### config.mk
export PLATFORM = sky130hd
export DESIGN_NAME = mprj2_power_sequencer
export DESIGN_NICKNAME = d
export VERILOG_FILES = /design/src/rtl/mprj2_power_sequencer.sv
export SDC_FILE = /design/constraint.sdc
export NUM_CORES = 1
export LEC_CHECK = 0
export CAP_MARGIN = 40
export CORE_UTILIZATION = 30
export DETAILED_ROUTE_END_ITERATION = 10
export PLACE_DENSITY = 0.45
export SYNTH_ARGS = -nofsm -noshare
export SYNTH_HDL_FRONTEND = slang
export SYNTH_SLANG_ARGS = --single-unit
### constraint.sdc
create_clock -name wb_clk_i -period 4.5 [get_ports wb_clk_i]
set_clock_uncertainty 0.15 [all_clocks]
set_input_delay 0.9 -clock wb_clk_i [delete_from_list [all_inputs] [get_ports wb_clk_i]]
set_output_delay 0.9 -clock wb_clk_i [all_outputs]
set_load 0.01 [all_outputs]
### src/rtl/mprj2_power_sequencer.sv
// Power sequencer for user area 2: debounces the domain power-good, then releases
// isolation, the Wishbone path and the LA/IO path in stages, and tears them down in reverse.
module mprj2_power_sequencer #(
   parameter int DEBOUNCE_CYCLES = 16,
   parameter int STAGE_CYCLES    = 4
) (
   input  logic       wb_clk_i,
   input  logic       wb_rst_i,
   input  logic       pwr_good,
   input  logic       en_req,
   input  logic       fault_clr,
   output logic       mprj2_iso_n,
   output logic       mprj2_wb_en,
   output logic       mprj2_la_en,
   output logic       mprj2_ready,
   output logic       fault,
   output logic [2:0] state
);

   typedef enum logic [2:0] {
      S_OFF      = 3'd0,
      S_DEBOUNCE = 3'd1,
      S_ISO_REL  = 3'd2,
      S_WB_EN    = 3'd3,
      S_ON       = 3'd4,
      S_SHDN_LA  = 3'd5,
      S_SHDN_WB  = 3'd6,
      S_FAULT    = 3'd7
   } state_t;

   localparam logic [7:0] DEB_LAST   = 8'(DEBOUNCE_CYCLES - 1);
   localparam logic [7:0] STAGE_LAST = 8'(STAGE_CYCLES - 1);

   state_t     state_reg, state_next;
   logic [7:0] cnt_reg, cnt_next;
   logic       pg_meta_reg, pg_sync_reg;
   logic       iso_n_reg, wb_en_reg, la_en_reg, ready_reg, fault_reg;
   logic       iso_n_next, wb_en_next, la_en_next, ready_next, fault_next;
   logic       deb_done, stage_done;

   assign deb_done   = (cnt_reg == DEB_LAST);
   assign stage_done = (cnt_reg == STAGE_LAST);

   always_comb begin
      state_next = state_reg;
      case (state_reg)
         S_OFF: begin
            if (en_req && pg_sync_reg)
               state_next = S_DEBOUNCE;
         end
         S_DEBOUNCE: begin
            if (!pg_sync_reg || !en_req)
               state_next = S_OFF;
            else if (deb_done)
               state_next = S_ISO_REL;
         end
         S_ISO_REL, S_WB_EN, S_ON: begin
            // Power loss outranks a simultaneous request drop.
            if (!pg_sync_reg)
               state_next = S_FAULT;
            else if (!en_req)
               state_next = S_SHDN_LA;
            else if (stage_done && state_reg == S_ISO_REL)
               state_next = S_WB_EN;
            else if (stage_done && state_reg == S_WB_EN)
               state_next = S_ON;
         end
         S_SHDN_LA: begin
            if (!pg_sync_reg)
               state_next = S_FAULT;
            else if (stage_done)
               state_next = S_SHDN_WB;
         end
         S_SHDN_WB: begin
            if (!pg_sync_reg)
               state_next = S_FAULT;
            else if (stage_done)
               state_next = S_OFF;
         end
         S_FAULT: begin
            if (fault_clr)
               state_next = S_OFF;
         end
         default: state_next = S_OFF;
      endcase

      cnt_next = (state_next != state_reg) ? 8'd0 :
                 (cnt_reg == 8'hFF)        ? cnt_reg : cnt_reg + 8'd1;

      // Outputs are decoded from the next state so they change on the same edge as state.
      iso_n_next = 1'b0;
      wb_en_next = 1'b0;
      la_en_next = 1'b0;
      ready_next = 1'b0;
      fault_next = 1'b0;
      case (state_next)
         S_ISO_REL: iso_n_next = 1'b1;
         S_WB_EN: begin
            iso_n_next = 1'b1;
            wb_en_next = 1'b1;
         end
         S_ON: begin
            iso_n_next = 1'b1;
            wb_en_next = 1'b1;
            la_en_next = 1'b1;
            ready_next = 1'b1;
         end
         S_SHDN_LA: begin
            iso_n_next = 1'b1;
            wb_en_next = 1'b1;
         end
         S_SHDN_WB: iso_n_next = 1'b1;
         S_FAULT:   fault_next = 1'b1;
         default: ;
      endcase
   end

   always_ff @(posedge wb_clk_i or posedge wb_rst_i) begin
      if (wb_rst_i) begin
         state_reg   <= S_OFF;
         cnt_reg     <= 8'd0;
         pg_meta_reg <= 1'b0;
         pg_sync_reg <= 1'b0;
         iso_n_reg   <= 1'b0;
         wb_en_reg   <= 1'b0;
         la_en_reg   <= 1'b0;
         ready_reg   <= 1'b0;
         fault_reg   <= 1'b0;
      end else begin
         state_reg   <= state_next;
         cnt_reg     <= cnt_next;
         pg_meta_reg <= pwr_good;
         pg_sync_reg <= pg_meta_reg;
         iso_n_reg   <= iso_n_next;
         wb_en_reg   <= wb_en_next;
         la_en_reg   <= la_en_next;
         ready_reg   <= ready_next;
         fault_reg   <= fault_next;
      end
   end

   assign mprj2_iso_n = iso_n_reg;
   assign mprj2_wb_en = wb_en_reg;
   assign mprj2_la_en = la_en_reg;
   assign mprj2_ready = ready_reg;
   assign fault       = fault_reg;
   assign state       = state_reg;

endmodule

* Yosys cells after proc, flatten, opt, wreduce, memory -nomap -nowiden
Index checks and enable logic that the tools add are counted.
** Storage, ports and cells
- Register bits :: 17
- Input bits :: 5
- Output and inout port bits :: 8
** Cells by class
- Reduce and logical (&&, ||, !) cells :: 10
- Add/subtract/negate cells :: 1
- Mux-type cells :: 19
- Eq/ne operators :: 18
** Operators with widths (number)
- 3-bit 2-to-1 mux :: 12
- 3-bit equality test, second input constant :: 8
- 3-bit one-hot mux with 6 select lines :: 1
- 8-bit 2-to-1 mux :: 2
- 3-bit by 2-bit equality test with 1-bit output, second input constant :: 4
- 8-bit by 1-bit adder with 8-bit output, second input constant :: 1
- 8-bit by 2-bit equality test with 1-bit output, second input constant :: 1
- 8-bit by 4-bit equality test with 1-bit output, second input constant :: 1
- 8-bit equality test, second input constant :: 1
- 3-bit OR reduction :: 2
- 5-bit OR reduction :: 1
- 1-bit 2-to-1 mux :: 4
- 3-bit by 1-bit equality test with 1-bit output, second input constant :: 1
- 1-bit logical AND :: 3
- 3-bit zero test :: 1
- 3-bit != test :: 1
- 1-bit zero test :: 2
- 2-bit != test, second input constant :: 1
- 1-bit logical OR :: 1

* Depth between registers and ports, before layout
Gate-level depths: netlist (run 1).
- Word-level depth :: 10
- Gate-level depth with buffers :: 7
- Depth with buffers taken out :: 6

* Least setup slack after synthesis (run 1)
Ideal clock, no wire load.
- Kind :: reg-to-reg
- Start :: reg cnt_reg[4]
- End :: reg wb_en_reg (netlist: mprj2_wb_en)
- Cell stages (with the launch flop) :: 7
- Arrival time :: 2086 ps
- Setup slack :: 2154 ps
- Clock period less this slack :: 2346 ps
- Data required time :: 4240 ps
- Setup time :: 110 ps
- Buffers on the path :: 1
- Path through :: dfrtp_1 > or4_1 > buf_2 > o41ai_4 > nor2_2 > or4b_1 > o41ai_1
** On the way
- Cells in the longest elaborated chain, start to end :: 10
** Ends and longest elaborated chain
- start, declared :: line 35 : logic [7:0] cnt_reg, cnt_next;
- start signal, assigned :: line 131 : cnt_reg <= cnt_next;
- 8-bit by 2-bit equality test with 1-bit output :: line 42 : assign stage_done = (cnt_reg == STAGE_LAST);
- 1-bit logical AND :: line 65 : else if (stage_done && state_reg == S_WB_EN)
- 3-bit 2-to-1 mux :: line 65
- 3-bit 2-to-1 mux :: line 63 : else if (stage_done && state_reg == S_ISO_REL)
- 3-bit 2-to-1 mux :: line 61 : else if (!en_req)
- 3-bit 2-to-1 mux :: line 59 : if (!pg_sync_reg)
- 3-bit one-hot mux with 6 select lines * :: line 46 : case (state_reg)
- 3-bit equality test / 3-bit by 2-bit equality test with 1-bit output (equally long branches) :: line 96 : case (state_next)
- 3-bit OR reduction (no source line) *
- 1-bit 2-to-1 mux * :: line 96
- named net wb_en_next :: line 38 : logic iso_n_next, wb_en_next, la_en_next, ready_next, fault_next;
- end signal, assigned :: line 135 : wb_en_reg <= wb_en_next;
- end, declared :: line 37 : logic iso_n_reg, wb_en_reg, la_en_reg, ready_reg, fault_reg;
The timed path passes the listed nets; every way through them passes the cells marked *.
A chain may end at the register's enable or synchronous reset.

* Final worst setup path (run 1)
- Start :: in en_req
- End :: reg wb_en_reg (netlist: mprj2_wb_en)
** On the way
- Cells in the longest elaborated chain, start to end :: 7
** Ends and longest elaborated chain
- start, declared :: line 10 : input logic en_req,
- 1-bit zero test
- 1-bit logical OR :: line 52 : if (!pg_sync_reg || !en_req)
- 3-bit 2-to-1 mux :: line 52
- 3-bit one-hot mux with 6 select lines * :: line 46
- 3-bit equality test / 3-bit by 2-bit equality test with 1-bit output (equally long branches) :: line 96
- 3-bit OR reduction (no source line) *
- 1-bit 2-to-1 mux * :: line 96
- named net wb_en_next :: line 38
Marked as above.

==> summary.md, run 1 <==
| Metric | Value |
|---|---|
| Placed Cells | `between 150 and 200` |
| Sequential share of power | `between 30% and 40%` |
| Root Buffer | `clkbuf_4` |
| Post-Synthesis Cells | `120` |
| Routed Antenna Nets | `0` |
| Fmax | `0.3625 GHz` |
| Worst hold start | `pg_meta_reg` |
| Clock latency on the worst-skew pair | `290 ps` |
| Most common cell after layout, fill and taps aside | `dfrtp_1` |
| Crit-path slowest cell | `clkdlybuf4s50_1` |
| Post-CTS Hold Buffers | `0` |
| CP startpoint | `en_req` |
| H-tree depth | `1` |
| Synth Register Bits | `17` |
| Period minus WS final | `2759 ps` |
| DR pass1 iterations | `4` |
| Initial Utilization | `about a third` |
| Clk pwr share | `between 10% and 20%` |
| Internal power | `~400 uW` |
| Worst endpoint required time | `~4500 ps` |
| I/O pin total | `13` |
| Total negative slack | `0 ps` |
| Register area share after synthesis | `between 30 and 40%` |
| Startpoint Class | `primary input` |
| Avg WL per Cell | `about 14 um` |
| Vias per inst | `5.489` |
| Status | `finished, final reports clean` |
| Synth Flop Type | `dfrtp_1` |
| Worst Path Buf+Inv | `1` |
| Clock buffer depth | `2` |
| HP Class | `flip-flop to flip-flop` |
| Final setup fails | `0` |
| Die area | `around 0.0038 mm^2` |
| Max-cap violations | `0` |
| Total number of vias | `955` |
| Row cnt | `21` |
| Crit Path Category | `primary input to flip-flop` |
| Iteration-0 DRC Markers | `56` |
| DP Worst Slack | `between 1000 and 1500 ps` |
| WP data arrival | `2780 ps` |
| Post-synth EDFFs | `0` |
| Crit-path max FO | `4` |
| DP Wirelength | `approximately 1.8 mm` |
| Global-route wire length before repair | `4.264 mm` |
| RSZ-0062 raised after global routing | `false` |
| Max FFs per register | `8` |
| Final RePlAce weighted congestion | `about 0.83` |
| Levels on crit path | `6` |
| Net Sw Frac | `a little under half` |
| Area Growth Syn to Fin | `15.83%` |
| Most frequent cells in the layout | `dfrtp_1, clkdlybuf4s50_1, nor3_1, nand2_1, nor2_1` |
| Initial antenna violation count | `0` |
| DIE HEIGHT | `slightly above 60 um` |
| Hold Fails Final Rpt | `0` |
| Slowest stage delay, CP | `roughly 520 ps` |
| Sw Pwr | `~330 uW` |
| Crit. End Element | `flip-flop` |
| Peak VDD IR | `between 0.2 and 0.25 mV` |
| Worst Tran Pin Value | `roughly 660 ps` |
| Cell area after synthesis | `0.001067 mm^2` |
| DRT Wirelength | `2.495 mm` |
| Number of antenna diodes | `0` |
| Cell Chain, Critical Path | `clkdlybuf4s50_1 > nand3b_1 > o2bb2a_1 > nor4_1 > nor3_1 > o41ai_1` |
| Overflow after GRT | `0` |
| CORE AREA | `between 0.003 and 0.004 mm^2` |
| Total power | `between 700 and 800 uW` |
| Final Cycle Share | `about three fifths` |
| Vias in the first global route | `around 900` |
| Final Slew Violations | `0` |
| Layout cells sized above 1 | `under 10%` |
| Distinct cells, synth | `41` |
| Yosys warnings | `0` |
| Setup ws final | `1741 ps` |
| Post-synth ARST share | `100.0%` |
| Clk pin slew, worst setup/hold paths | `100 ps` |
| Post-Syn Nets | `between 100 and 150` |
| Post-CTS Resized | `0` |
| Largest net degree at the start of global routing | `18` |
| IO buf count | `12` |
| Slew HR | `55.87%` |
| Worst r2r path cells | `5` |
| Delay-heaviest family, CP | `simple AND/OR/NAND/NOR gates` |
| Fin cells | `between 150 and 200` |
| Leakage power | `between 0.5 and 0.6 nW` |
| Syn avg cell area | `8.894 um^2` |
| Layout Cell Area excl Fill | `0.001236 mm^2` |
| Post-CTS setup buffer count | `0` |
| Cell Area, Placed | `between 0.001 and 0.0015 mm^2` |
| CTS sink count | `17` |
| Combinational Power Share | `between 50% and 60%` |
| Total GRT Usage | `between 15 and 20%` |
| Power density over the cells | `592.0 mW/mm^2` |
| CTS tree | `yes` |
| Chip width | `roughly 62 um` |
| Reg-to-Reg Start | `cnt_reg[4]` |
| Residual DRC | `0` |
| Worst hold stages | `0` |
| Util after Layout | `between 30% and 40%` |
| Nets | `135` |
| Final hold slack | `between 200 and 250 ps` |
| Final-layout fill cell count | `380` |
| CTS Buf Count | `3` |
[per-layer routing]
metal	vias to the layer above	routed length [um]	GRT usage [%]
li1	471	-	-
met1	464	1340	24.13
met2	18	1069	21.20
met3	2	64	2.521
met4	0	20	7.619
met5	-	0	0
[synth_stat cells (all sizes together), types with 2 or more instances]
cell | n | area [um^2]
nor2 | 8 | 32.54
nand3b | 3 | 22.52
or4 | 2 | 15.01
a21oi | 4 | 20.02
nor2b | 2 | 12.51
nand2 | 10 | 37.54
inv | 6 | 22.52
o21ai | 5 | 25.02
nor3 | 10 | 50.05
mux2i | 3 | 30.03
o41ai | 3 | 45.05
a31oi | 2 | 12.51
dfrtp | 17 | 425.4
buf | 2 | 12.51
o221ai | 2 | 17.52
o22ai | 2 | 12.51
clkbuf | 6 | 22.52
nor4 | 6 | 43.79
nand3 | 5 | 25.02
and3 | 5 | 31.28
[worst paths after layout]
| check | slack, ps | endpoint |
|---|---|---|
| worst max-delay path | 1740 | mprj2_wb_en |
| min in group asynchronous | 840 | cnt_reg[1] |
| worst max register to register | 1890 | mprj2_wb_en |
| worst min-delay path | 210 | pg_sync_reg |
| max in group asynchronous | 2940 | state[2] |
| worst min register to register | 210 | pg_sync_reg |
[cell type report]
class	instances	area (um^2)	area share (%)
flip-flops and latches	17	425.4	34.41
inverters	6	22.52	1.822
repair buffers	12	120.1	9.717
clock buffers	4	26.28	2.125
well taps	46	57.56	4.656
multi-input cells	89	584.3	47.27
[power groups by stage]
stage,Sequential [mW],Combinational [mW],Clock [mW]
2_1_floorplan,0.228,0.293,0
3_3_place_gp,0.257,0.394,0
3_5_place_dp,0.259,0.391,0
4_1_cts,0.256,0.395,0.0873
5_1_grt,0.267,0.443,0.0913
6_report,0.256,0.393,0.0823
[cells by family after synthesis]
group                      count (synthesis)  synth area share, %
DFF                                       17                39.86
and+or+nand+nor                           57                29.78
buffers and inverters                     14                5.392
muxes                                      3                2.814
xor gates and xnor gates                   1               0.8208
adders and majority gates                  1                1.172
AOI/OAI and AO/OA                         27                20.17
(Power assumes the default switching activity.)
==> inputs of run 2 (changes only) <==
clock period = 2.75 ns   (was 4.5 ns; I/O delays follow)
==> run 2 against run 1 <==
  * Sequential cell count stayed put
  * Final cell count is 1.1% higher
  * Critical path depth is 1 lower
  * Sequential power is 62% higher
  * Critical endpoint unchanged
==> summary.md, run 2 (synthesis results as in run 1) <==
| Metric | Value |
|---|---|
| Final RePlAce weighted congestion | `around 0.9` |
| Final hold slack | `210.7 ps` |
| Post-CTS setup buffer count | `0` |
| Most common cell after layout, fill and taps aside | `dfrtp_1` |
| Worst hold start | `pg_meta_reg` |
| Hold Fails Final Rpt | `0` |
| Overflow after GRT | `0` |
| HP Class | `flip-flop to flip-flop` |
| Leakage power | `0.5230 nW` |
| DP Wirelength | `1.817 mm` |
| Iteration-0 DRC Markers | `44` |
| Max FFs per register | `8` |
| Worst hold stages | `0` |
| Final Cycle Share | `between 90% and 100%` |
| DIE HEIGHT | `slightly above 60 um` |
| Final setup fails | `0` |
| Residual DRC | `0` |
| DR pass1 iterations | `4` |
| Largest net degree at the start of global routing | `18` |
| Max-cap violations | `0` |
| Clk pin slew, worst setup/hold paths | `roughly 110 ps` |
| WHS Endpoint | `pg_sync_reg` |
| Fmax | `0.3802 GHz` |
| Die area | `around 0.0038 mm^2` |
| Crit-path max FO | `7` |
| Nets | `approximately 140` |
| Crit. End Element | `flip-flop` |
| Routed Antenna Nets | `0` |
| Crit Path Category | `flip-flop to flip-flop` |
| Power density over the cells | `approximately 950 mW/mm^2` |
| IO buf count | `12` |
| Layout cells sized above 1 | `roughly 8.5%` |
| Layout Cell Area excl Fill | `approximately 0.0013 mm^2` |
| Clock buffer depth | `2` |
| Global-route wire length before repair | `just over 4 mm` |
| CTS sink count | `17` |
| I/O pin total | `13` |
| CTS tree | `yes` |
| Status | `finished, final reports clean` |
| Clock latency on the worst-skew pair | `roughly 290 ps` |
| Most frequent cells in the layout | `dfrtp_1, clkdlybuf4s50_1, nor3_1, nand2_1, nor2_1` |
| Util after Layout | `a little under two fifths` |
| CORE AREA | `0.003363 mm^2` |
| Vias per inst | `5.511` |
| RSZ-0062 raised after global routing | `false` |
| H-tree depth | `1` |
| Post-CTS Hold Buffers | `0` |
| Worst endpoint required time | `2780 ps` |
| Cell Area, Placed | `around 0.0012 mm^2` |
| Root Buffer | `clkbuf_4` |
| Final Slew Violations | `0` |
| Slew HR | `~56%` |
| Period minus WS final | `about 2600 ps` |
| Vias in the first global route | `slightly below 900` |
| Post-CTS Resized | `0` |
| Worst r2r path cells | `5` |
| Reg-to-reg setup timing slack | `between 100 and 150 ps` |
| CTS Buf Count | `3` |
| Total negative slack | `0 ps` |
| Area Growth Syn to Fin | `17.35%` |
| Number of antenna diodes | `0` |
| Final-layout fill cell count | `~380` |
| Initial antenna violation count | `0` |
| Row cnt | `21` |
| Total GRT Usage | `between 10% and 20%` |
| Worst Tran Pin Value | `roughly 660 ps` |
| Avg WL per Cell | `13.73 um` |
| Startpoint Class | `flip-flop` |
| DRT Wirelength | `approximately 2.4 mm` |
| Initial Utilization | `roughly a third` |
| Reg-to-Reg Start | `cnt_reg[4]` |
| Peak VDD IR | `between 0.2 and 0.25 mV` |
| WP data arrival | `2660 ps` |
| Total number of vias | `between 900 and 1,000` |
| Reg2reg end | `mprj2_wb_en` |
| Chip width | `~62 um` |
==> run 2: cell count changes in the layout (fill, tap and decap cells not counted) <==
cell and change:
clkinv_2 +1, buf_4 +2, clkbuf_1 -1
==> run 2: through the flow <==
step           setup WS (ps)  std cells  total power [mW]
2_1_floorplan          403.9        120            0.8526
3_3_place_gp           85.28        172             1.076
3_5_place_dp           152.1        172             1.068
4_1_cts                135.6        176             1.212
5_1_grt                14.25        176             1.301
6_report               120.1        176             1.194
==> run 2: worst max-delay path by stage <==
| stage | start | end | slack [ps] | cells after the start |
|---|---|---|---|---|
| final | cnt_reg[4] | mprj2_wb_en | 120 | 5 |
| after detailed placement | cnt_reg[4] | mprj2_wb_en | 150 | 5 |
| after global routing | cnt_reg[4] | mprj2_wb_en | 10 | 5 |
| after floorplan | cnt_reg[4] | mprj2_wb_en | 400 | 6 |
| after global placement | cnt_reg[4] | mprj2_wb_en | 90 | 5 |
| after CTS | cnt_reg[4] | mprj2_wb_en | 140 | 5 |
==> run 2: area by class of cell <==
class / instances / area, um^2 / area share (%)
Clock buffer: 3 / 22.52 / 1.798
Clock inverter: 1 / 5.005 / 0.3996
Inverter: 6 / 22.52 / 1.798
Multi-Input combinational cell: 89 / 584.3 / 46.65
Sequential cell: 17 / 425.4 / 33.97
Tap cell: 46 / 57.56 / 4.595
Timing Repair Buffer: 14 / 135.1 / 10.79
==> run 2: layer usage <==
| layer | vias to the layer above | GRT usage (%) | share of wire [%] |
|---|---|---|---|
| met5 | - | 0 | 0 |
| met4 | 0 | 5.714 | 1.0 |
| met3 | 2 | 2.311 | 5.8 |
| met2 | 26 | 22.89 | 47 |
| met1 | 469 | 20.80 | 46 |
| li1 | 473 | - | - |
==> run 2: critical path, cell delays in order, from the launching register on <==
cell     delay, ps
dfrtp_1        460
or4_1          720
nor4_2         340
o22ai_1        210
or4b_1         560
o41ai_1        100
==> run 2: report_power, final <==
part	switching [mW]	total, mW	internal (mW)
Sequential	0.105	0.415	0.310
Combinational	0.347	0.643	0.297
Clock	0.0817	0.136	0.0541
Total	0.533	1.19	0.661
